**src/rtl/reg_seq_pkg.sv**
```systemverilog
// reg_seq_pkg: shared definitions for the register-transfer sequencer.
// Holds the FSM state encoding and the one-hot strobe decoder.
// No logic; imported by reg_transfer_sequencer.
package reg_seq_pkg;

  // Widest strobe vector the decoder can produce.
  // Instances must keep REG_COUNT at or below this.
  localparam int ONEHOT_W = 64;

  typedef enum logic [2:0] {
    S_IDLE,
    S_READ,
    S_LATCH,
    S_WRITE,
    S_DONE
  } seq_state_e;

  // An index at or beyond ONEHOT_W shifts the bit out and returns zero.
  // Callers truncate to REG_COUNT, so any index >= REG_COUNT decodes to an
  // all-zero strobe.
  function automatic logic [ONEHOT_W-1:0] onehot(input int unsigned idx);
    return ONEHOT_W'(1) << idx;
  endfunction

endpackage

```
**src/rtl/reg_transfer_sequencer_cmd_fifo.sv**
```systemverilog
// cmd_fifo: generic synchronous show-ahead FIFO.
// Latency: an entry pushed at edge N is visible on pop_dat after edge N.
// Backpressure: push is ignored while full; pop is ignored while empty.
// Ports: clk/reset (async active-low), push/push_dat, full, pop/pop_dat, empty.
module cmd_fifo #(
  parameter int WIDTH = 8,
  parameter int DEPTH = 4   // power of two, >= 2
) (
  input  logic             clk,
  input  logic             reset,
  input  logic             push,
  input  logic [WIDTH-1:0] push_dat,
  output logic             full,
  input  logic             pop,
  output logic [WIDTH-1:0] pop_dat,
  output logic             empty
);

  localparam int AW = $clog2(DEPTH);

  logic [WIDTH-1:0] mem [DEPTH];
  // The extra MSB on each pointer tells full apart from empty when the
  // address bits are equal.
  logic [AW:0]      wr_ptr;
  logic [AW:0]      rd_ptr;

  assign empty   = (wr_ptr == rd_ptr);
  assign full    = (wr_ptr[AW] != rd_ptr[AW]) && (wr_ptr[AW-1:0] == rd_ptr[AW-1:0]);
  assign pop_dat = mem[rd_ptr[AW-1:0]];

  always_ff @(posedge clk or negedge reset) begin
    if (!reset) begin
      wr_ptr <= '0;
      rd_ptr <= '0;
    end else begin
      if (push && !full) wr_ptr <= wr_ptr + (AW+1)'(1);
      if (pop && !empty) rd_ptr <= rd_ptr + (AW+1)'(1);
    end
  end

  // Storage needs no reset; the pointers decide which entries are valid.
  always_ff @(posedge clk) begin
    if (push && !full) mem[wr_ptr[AW-1:0]] <= push_dat;
  end

endmodule

```
**src/rtl/reg_transfer_sequencer.sv**
```systemverilog
// reg_transfer_sequencer: serialises register moves and immediate loads into a register file.
// Latency: the write strobe follows the pop by 3 cycles for a move and 1 cycle for an immediate.
//          Throughput is one move per 5 cycles or one immediate per 3 cycles.
// Backpressure: cmd_ready is low while the command FIFO is full and until the first edge after reset.
// Ports: cmd_* valid/ready command input; read_en/write_en/datain/dataout drive the register file;
//        busy, done (one-cycle pulse after each write) and err (sticky) report status.
// Build option: defining SEQ_IDX_CHECK_EN discards out-of-range commands at pop and sets err.
module reg_transfer_sequencer
  import reg_seq_pkg::*;
#(
  parameter int REG_COUNT  = 11,
  parameter int REG_WIDTH  = 12,
  parameter int IDX_W      = 4,
  parameter int FIFO_DEPTH = 4
) (
  input  logic                 clk,
  input  logic                 reset,
  input  logic                 cmd_valid,
  output logic                 cmd_ready,
  input  logic                 cmd_imm,
  input  logic [IDX_W-1:0]     cmd_src,
  input  logic [IDX_W-1:0]     cmd_dst,
  input  logic [REG_WIDTH-1:0] cmd_data,
  output logic [REG_COUNT-1:0] read_en,
  output logic [REG_COUNT-1:0] write_en,
  output logic [REG_WIDTH-1:0] datain,
  input  logic [REG_WIDTH-1:0] dataout,
  output logic                 busy,
  output logic                 done,
  output logic                 err
);

  typedef struct packed {
    logic                 imm;
    logic [IDX_W-1:0]     src;
    logic [IDX_W-1:0]     dst;
    logic [REG_WIDTH-1:0] data;
  } cmd_t;

  localparam int CMD_W = $bits(cmd_t);

  cmd_t             push_cmd;
  cmd_t             head;
  logic             fifo_full;
  logic             fifo_empty;
  logic             fifo_pop;
  logic             ready_q;
  logic             head_bad;
  seq_state_e       state;
  logic [IDX_W-1:0] cur_src;
  logic [IDX_W-1:0] cur_dst;
  logic [REG_COUNT-1:0] src_oh;
  logic [REG_COUNT-1:0] dst_oh;

  assign push_cmd  = {cmd_imm, cmd_src, cmd_dst, cmd_data};
  // ready_q holds the port low until the first edge after reset, so nothing
  // is offered as accepted while the FIFO is still held in reset.
  assign cmd_ready = ready_q && !fifo_full;
  assign fifo_pop  = (state == S_IDLE) && !fifo_empty;
  assign busy      = (state != S_IDLE) || !fifo_empty;

  cmd_fifo #(
    .WIDTH (CMD_W),
    .DEPTH (FIFO_DEPTH)
  ) u_cmd_fifo (
    .clk      (clk),
    .reset    (reset),
    .push     (cmd_valid && cmd_ready),
    .push_dat (push_cmd),
    .full     (fifo_full),
    .pop      (fifo_pop),
    .pop_dat  (head),
    .empty    (fifo_empty)
  );

  // Out-of-range indices decode to a zero strobe.
  assign src_oh = REG_COUNT'(onehot(32'(cur_src)));
  assign dst_oh = REG_COUNT'(onehot(32'(cur_dst)));

`ifdef SEQ_IDX_CHECK_EN
  logic err_q;

  // src is only checked for moves; an immediate never reads it.
  assign head_bad = (int'(head.dst) >= REG_COUNT) ||
                    (!head.imm && (int'(head.src) >= REG_COUNT));

  always_ff @(posedge clk or negedge reset) begin
    if (!reset)                    err_q <= 1'b0;
    else if (fifo_pop && head_bad) err_q <= 1'b1;
  end

  assign err = err_q;
`else
  assign head_bad = 1'b0;
  assign err      = 1'b0;
`endif

  // Each state's strobe is set on the edge that leaves that state, so the
  // strobe is high for exactly the cycle that follows.
  always_ff @(posedge clk or negedge reset) begin
    if (!reset) begin
      state    <= S_IDLE;
      cur_src  <= '0;
      cur_dst  <= '0;
      read_en  <= '0;
      write_en <= '0;
      datain   <= '0;
      done     <= 1'b0;
      ready_q  <= 1'b0;
    end else begin
      ready_q <= 1'b1;
      done    <= 1'b0;
      case (state)
        S_IDLE: begin
          // A rejected command is dropped here and the FSM stays in IDLE,
          // so the next head can pop on the following cycle.
          if (fifo_pop && !head_bad) begin
            cur_src <= head.src;
            cur_dst <= head.dst;
            if (head.imm) begin
              datain <= head.data;
              state  <= S_WRITE;
            end else begin
              state  <= S_READ;
            end
          end
        end
        S_READ: begin
          read_en <= src_oh;
          state   <= S_LATCH;
        end
        S_LATCH: begin
          // dataout is sampled at the end of the read-strobe cycle.
          read_en <= '0;
          datain  <= dataout;
          state   <= S_WRITE;
        end
        S_WRITE: begin
          write_en <= dst_oh;
          state    <= S_DONE;
        end
        S_DONE: begin
          write_en <= '0;
          done     <= 1'b1;
          state    <= S_IDLE;
        end
        default: state <= S_IDLE;
      endcase
    end
  end

endmodule

```
**config.mk**
```make
export PLATFORM = sky130hd
export DESIGN_NAME = reg_transfer_sequencer
export DESIGN_NICKNAME = d
export VERILOG_FILES = /design/src/rtl/reg_seq_pkg.sv /design/src/rtl/reg_transfer_sequencer_cmd_fifo.sv /design/src/rtl/reg_transfer_sequencer.sv
export SDC_FILE = /design/constraint.sdc
export NUM_CORES = 1
export LEC_CHECK = 0
export ABC_CLOCK_PERIOD_IN_PS = 2500
export CORE_ASPECT_RATIO = 1.25
export CORE_MARGIN = 3
export CORE_UTILIZATION = 40
export CTS_BUF_LIST = sky130_fd_sc_hd__clkbuf_4 sky130_fd_sc_hd__clkbuf_8 sky130_fd_sc_hd__clkbuf_16
export DETAILED_ROUTE_END_ITERATION = 6
export DONT_BUFFER_PORTS = 1
export RECOVER_POWER = 100
export REMOVE_ABC_BUFFERS = 1
export SYNTH_ARGS = -nofsm -noshare
export SYNTH_HDL_FRONTEND = slang
export SYNTH_SLANG_ARGS = --single-unit
export TNS_END_PERCENT = 5
```
**constraint.sdc**
```tcl
create_clock -name clk -period 2.5 [get_ports clk]
set_clock_uncertainty 0.15 [all_clocks]
set_input_delay 0.75 -clock clk [delete_from_list [all_inputs] [get_ports clk]]
set_output_delay 0.75 -clock clk [all_outputs]
set_load 0.02 [all_outputs]
```
==> metrics.cfg, run 1 <==
[timing]
slew_violations = 0
min_period_ns = 2.47
slew_headroom_pct = 6.79
setup_slack_ns = 0.0336
fin_crit_sh_pct = 98.7
rsz0062_at_grt = yes
tightest_slew_ns = 1.40
max_freq_mhz = 405
setup_viol = 0
hold_viol_final = 0

[placement]
place_ws_ns = 0.370
hpwl_um = 6190
portBuffers = 0
routabilityCongestion = 0.735
placed_area_sq_mm = 0.00564

[setup_path]
critPathLaunchType = register
cp_cell_sequence = xor2_2 > o31a_1 > buf_12
path_buf_inv = 1
worstRegToRegCells = 5
crit_type = reg2out
crit_family = flip-flops
r2r_slack_ns = 0.43
slowest_stage = dfrtp_2
slowest_delay_ns = 0.44
r2r_end = u_cmd_fifo.mem[1][14]$_DFFE_PP_
worstPathRequired_ns = 1.60
cp_max_fo = 5
cp-end-kind = primary output
timing.rr.start = u_cmd_fifo.rd_ptr[1]$_DFFE_PN0P_
cp-startpoint = u_cmd_fifo.rd_ptr[0]$_DFFE_PN0P_
cp_data_arrival_time_ns = 1.57

[route]
ant_nets = 0
first_pass_iters = 4
vias_per_cell = 5.31
wl_per_cell_um = 19.4
drc = 0
drt-total-wl_um = 9930
dr.first_iter.drc_count = 141
dr_total_vias = 2722

[layout]
fill_cells = 1114
drive_above_1_share_pct = 27.2
fin_nets = 373
fin_area_sq_mm = 0.00633
syn2layout_area_growth_pct = 16.7
n_antenna_cell = 0

[min_path]
whs_path_depth = 0
min_from = cmd_data[2]
min_path_type = in2reg
hold_end = u_cmd_fifo.mem[2][2]$_DFFE_PP_

[global_route]
grt_pass1_wl_um = 15800
antenna_found_initial = 0
grt_max_degree = 54
grt_pass1_vias = 2959
track_usage_pct = 14.4
gr-total-overflow = 0

[yosys]
synth_ff_type = edfxtp_1
ys_seq_elements = 137
ys_seq_area_share_pct = 70.9
synthArstFlopShare_pct = 38.7
synth.distinct_cells = 39
syn_inst = 314
yosysWarnings = 0
synthesis.area_sq_mm = 0.00543
syn_avg_cell_area_sq_um = 17.3
synth_edf_count = 84

[floorplan]
die-area_sq_mm = 0.0150
rows = 46
fp.coreArea_sq_mm = 0.0129
die_w_um = 110
initial_utilization_pct = 41.9
num_io_pins = 74
fp.dieH_um = 136

[power_and_ir_drop]
power_mw = 8.42
power_frac_seq_pct = 43.9
combPwrFrac_pct = 26.7
p_leak_nw = 2.33
peakVddDrop_uv = 510
p_clk_share_pct = 29.4
p_per_area_mw_per_mm2 = 1330
switching_share_pct = 33.8
power.internal_mw = 5.57
switchingPower_mw = 2.85

[cts]
insertion_delay_ns = 0.41
clock_tree.buffer_depth = 2
cts-root-buf = clkbuf_16
clk_pin_slew_ns = 0.07
cts_tree = yes
cts_made_buffers = 17
h-tree-depth = 4
cts.sinks = 137

[run]
cap_violations = 0

[status]
status = finished clean

[placed cells by master (no fill, tap or decap), types with 4 or more instances in the layout]
cell / Yosys / final
mux2i_1: 12 / 12
nand2_1: 13 / 13
mux2_2: 10 / 10
clkbuf_16: 0 / 17
dfrtp_2: 0 / 5
a21oi_1: 13 / 13
inv_1: 5 / 5
xnor2_1: 6 / 5
a32o_1: 7 / 7
mux4_2: 21 / 21
buf_4: 2 / 14
edfxtp_1: 84 / 84
ha_1: 5 / 5
a22o_1: 11 / 11
clkinv_4: 0 / 5
nor2_1: 15 / 15
o21ai_0: 4 / 4
dfrtp_1: 53 / 48
and3_1: 4 / 4
[worst max-delay path by stage]
stage	endpoint	slack, ns	depth (start not counted)
after floorplan	u_cmd_fifo.mem[3][0]$_DFFE_PP_	-0.44	3
after global placement	cmd_ready	0.38	3
after detailed placement	cmd_ready	0.37	3
after CTS	cmd_ready	-0.03	3
after global routing	cmd_ready	-0.02	3
final	cmd_ready	0.03	3
[metrics by stage]
| step | setup TNS [ns] | instances | hold slack (ns) | util (%) |
|---|---|---|---|---|
| after floorplan | -35.41 | 295 | 0.304 | - |
| after global placement | 0 | 472 | 0.307 | 43.5 |
| after detailed placement | 0 | 472 | 0.306 | 43.5 |
| after CTS | -0.0349 | 505 | 0.0499 | 48.4 |
| after global routing | -0.0300 | 513 | 0.258 | 48.9 |
| final | 0 | 513 | 0.279 | 48.9 |
[cell usage after synthesis, types with 5 or more instances]
master	instances	area [sq um]
buf_2	8	40.0
edfxtp_1	84	2520
xnor2_1	6	52.6
nand2_1	13	48.8
clkbuf_1	7	26.3
xor2_1	5	43.8
a21oi_1	13	65.1
dfrtp_1	53	1330
ha_1	5	62.6
mux2_2	10	113
mux4_2	21	473
nor2_1	15	56.3
a22o_1	11	96.3
inv_1	5	18.8
mux2i_1	12	120
a32o_1	7	70.1
[worst register-to-register path: cells and delay by family, from the launching register on]
family                    cells  cell delay, ns
AOI/OAI and AO/OA             1            0.27
and+or+nand+nor               1            0.15
xor gates and xnor gates      1            0.22
DFF                           1            0.46
buffers and inverters         2            0.47
[what timing repair did]
item / CTS / global route
gates cloned: 0 / 0
endpoints found under the hold margin: 53 / 0
endpoints found under the setup margin: 2 / 2
pin swaps: 1 / 2
setup buffers: 0 / 8
hold buffers: 1 / 0
gates resized for setup: 2 / 6
[layout make-up]
| type | instances | area [sq um] | area share [%] |
|---|---|---|---|
| tap | 168 | 210 | 3.32 |
| clock inverter | 15 | 169 | 2.67 |
| clock buffer | 17 | 425 | 6.72 |
| timing repair buffer | 18 | 170 | 2.69 |
| inverter | 5 | 18.8 | 0.296 |
| multi-input combinational | 153 | 1480 | 23.4 |
| sequential | 137 | 3850 | 60.9 |
[cells by family (layout without fill, tap and decap cells)]
kind of cell	count (synthesis)	in the layout	share of synthesized area, %
flip-flops	137	137	70.9
AND/OR/NAND/NOR	50	50	4.84
multiplexers	43	43	13.0
AO/OA/AOI/OAI	42	42	5.88
buffers and inverters	24	55	2.26
XOR/XNOR	11	11	1.78
adder cells (fa/ha/maj)	5	5	1.15
other	2	2	0.138
[registers in the layout (all words and copies together), names as in the netlist]
signal             count
read_en               11
write_en              11
cur_src                4
ready_q                1
done                   1
cur_dst                4
datain                12
u_cmd_fifo.rd_ptr      3
u_cmd_fifo.mem        84
u_cmd_fifo.wr_ptr      3
state                  3
[per-layer routing]
metal / wire length [um] / vias to the layer above / global-route usage (%) / part of all wire [%]
met5: 0 / - / 0 / 0
met4: 83 / 0 / 4.31 / 0.84
met3: 747 / 12 / 6.22 / 7.5
met2: 4910 / 84 / 23.0 / 49
met1: 4190 / 1390 / 17.7 / 42
li1: - / 1236 / - / -
[power groups by stage]
stage,Sequential [mW],Combinational [mW],Clock [mW]
floorplan,3.72,1.49,0
global placement,3.72,2.09,0
detailed placement,3.74,2.13,0
CTS,3.71,2.17,2.53
global route,3.78,2.53,2.64
finish,3.69,2.25,2.47
No activity file was read; power rests on OpenSTA's default activity.
==> run 2, diff against run 1 <==
--- a/config.mk
+++ b/config.mk
@@ -5,7 +5,7 @@
 export SDC_FILE = /design/constraint.sdc
 export NUM_CORES = 1
 export LEC_CHECK = 0
-export ABC_CLOCK_PERIOD_IN_PS = 2500
+export CAP_MARGIN = 20
 export CORE_ASPECT_RATIO = 1.25
 export CORE_MARGIN = 3
 export CORE_UTILIZATION = 40
==> results of run 2 <==
Final layout, timing and power as in run 1 (identical DEF).
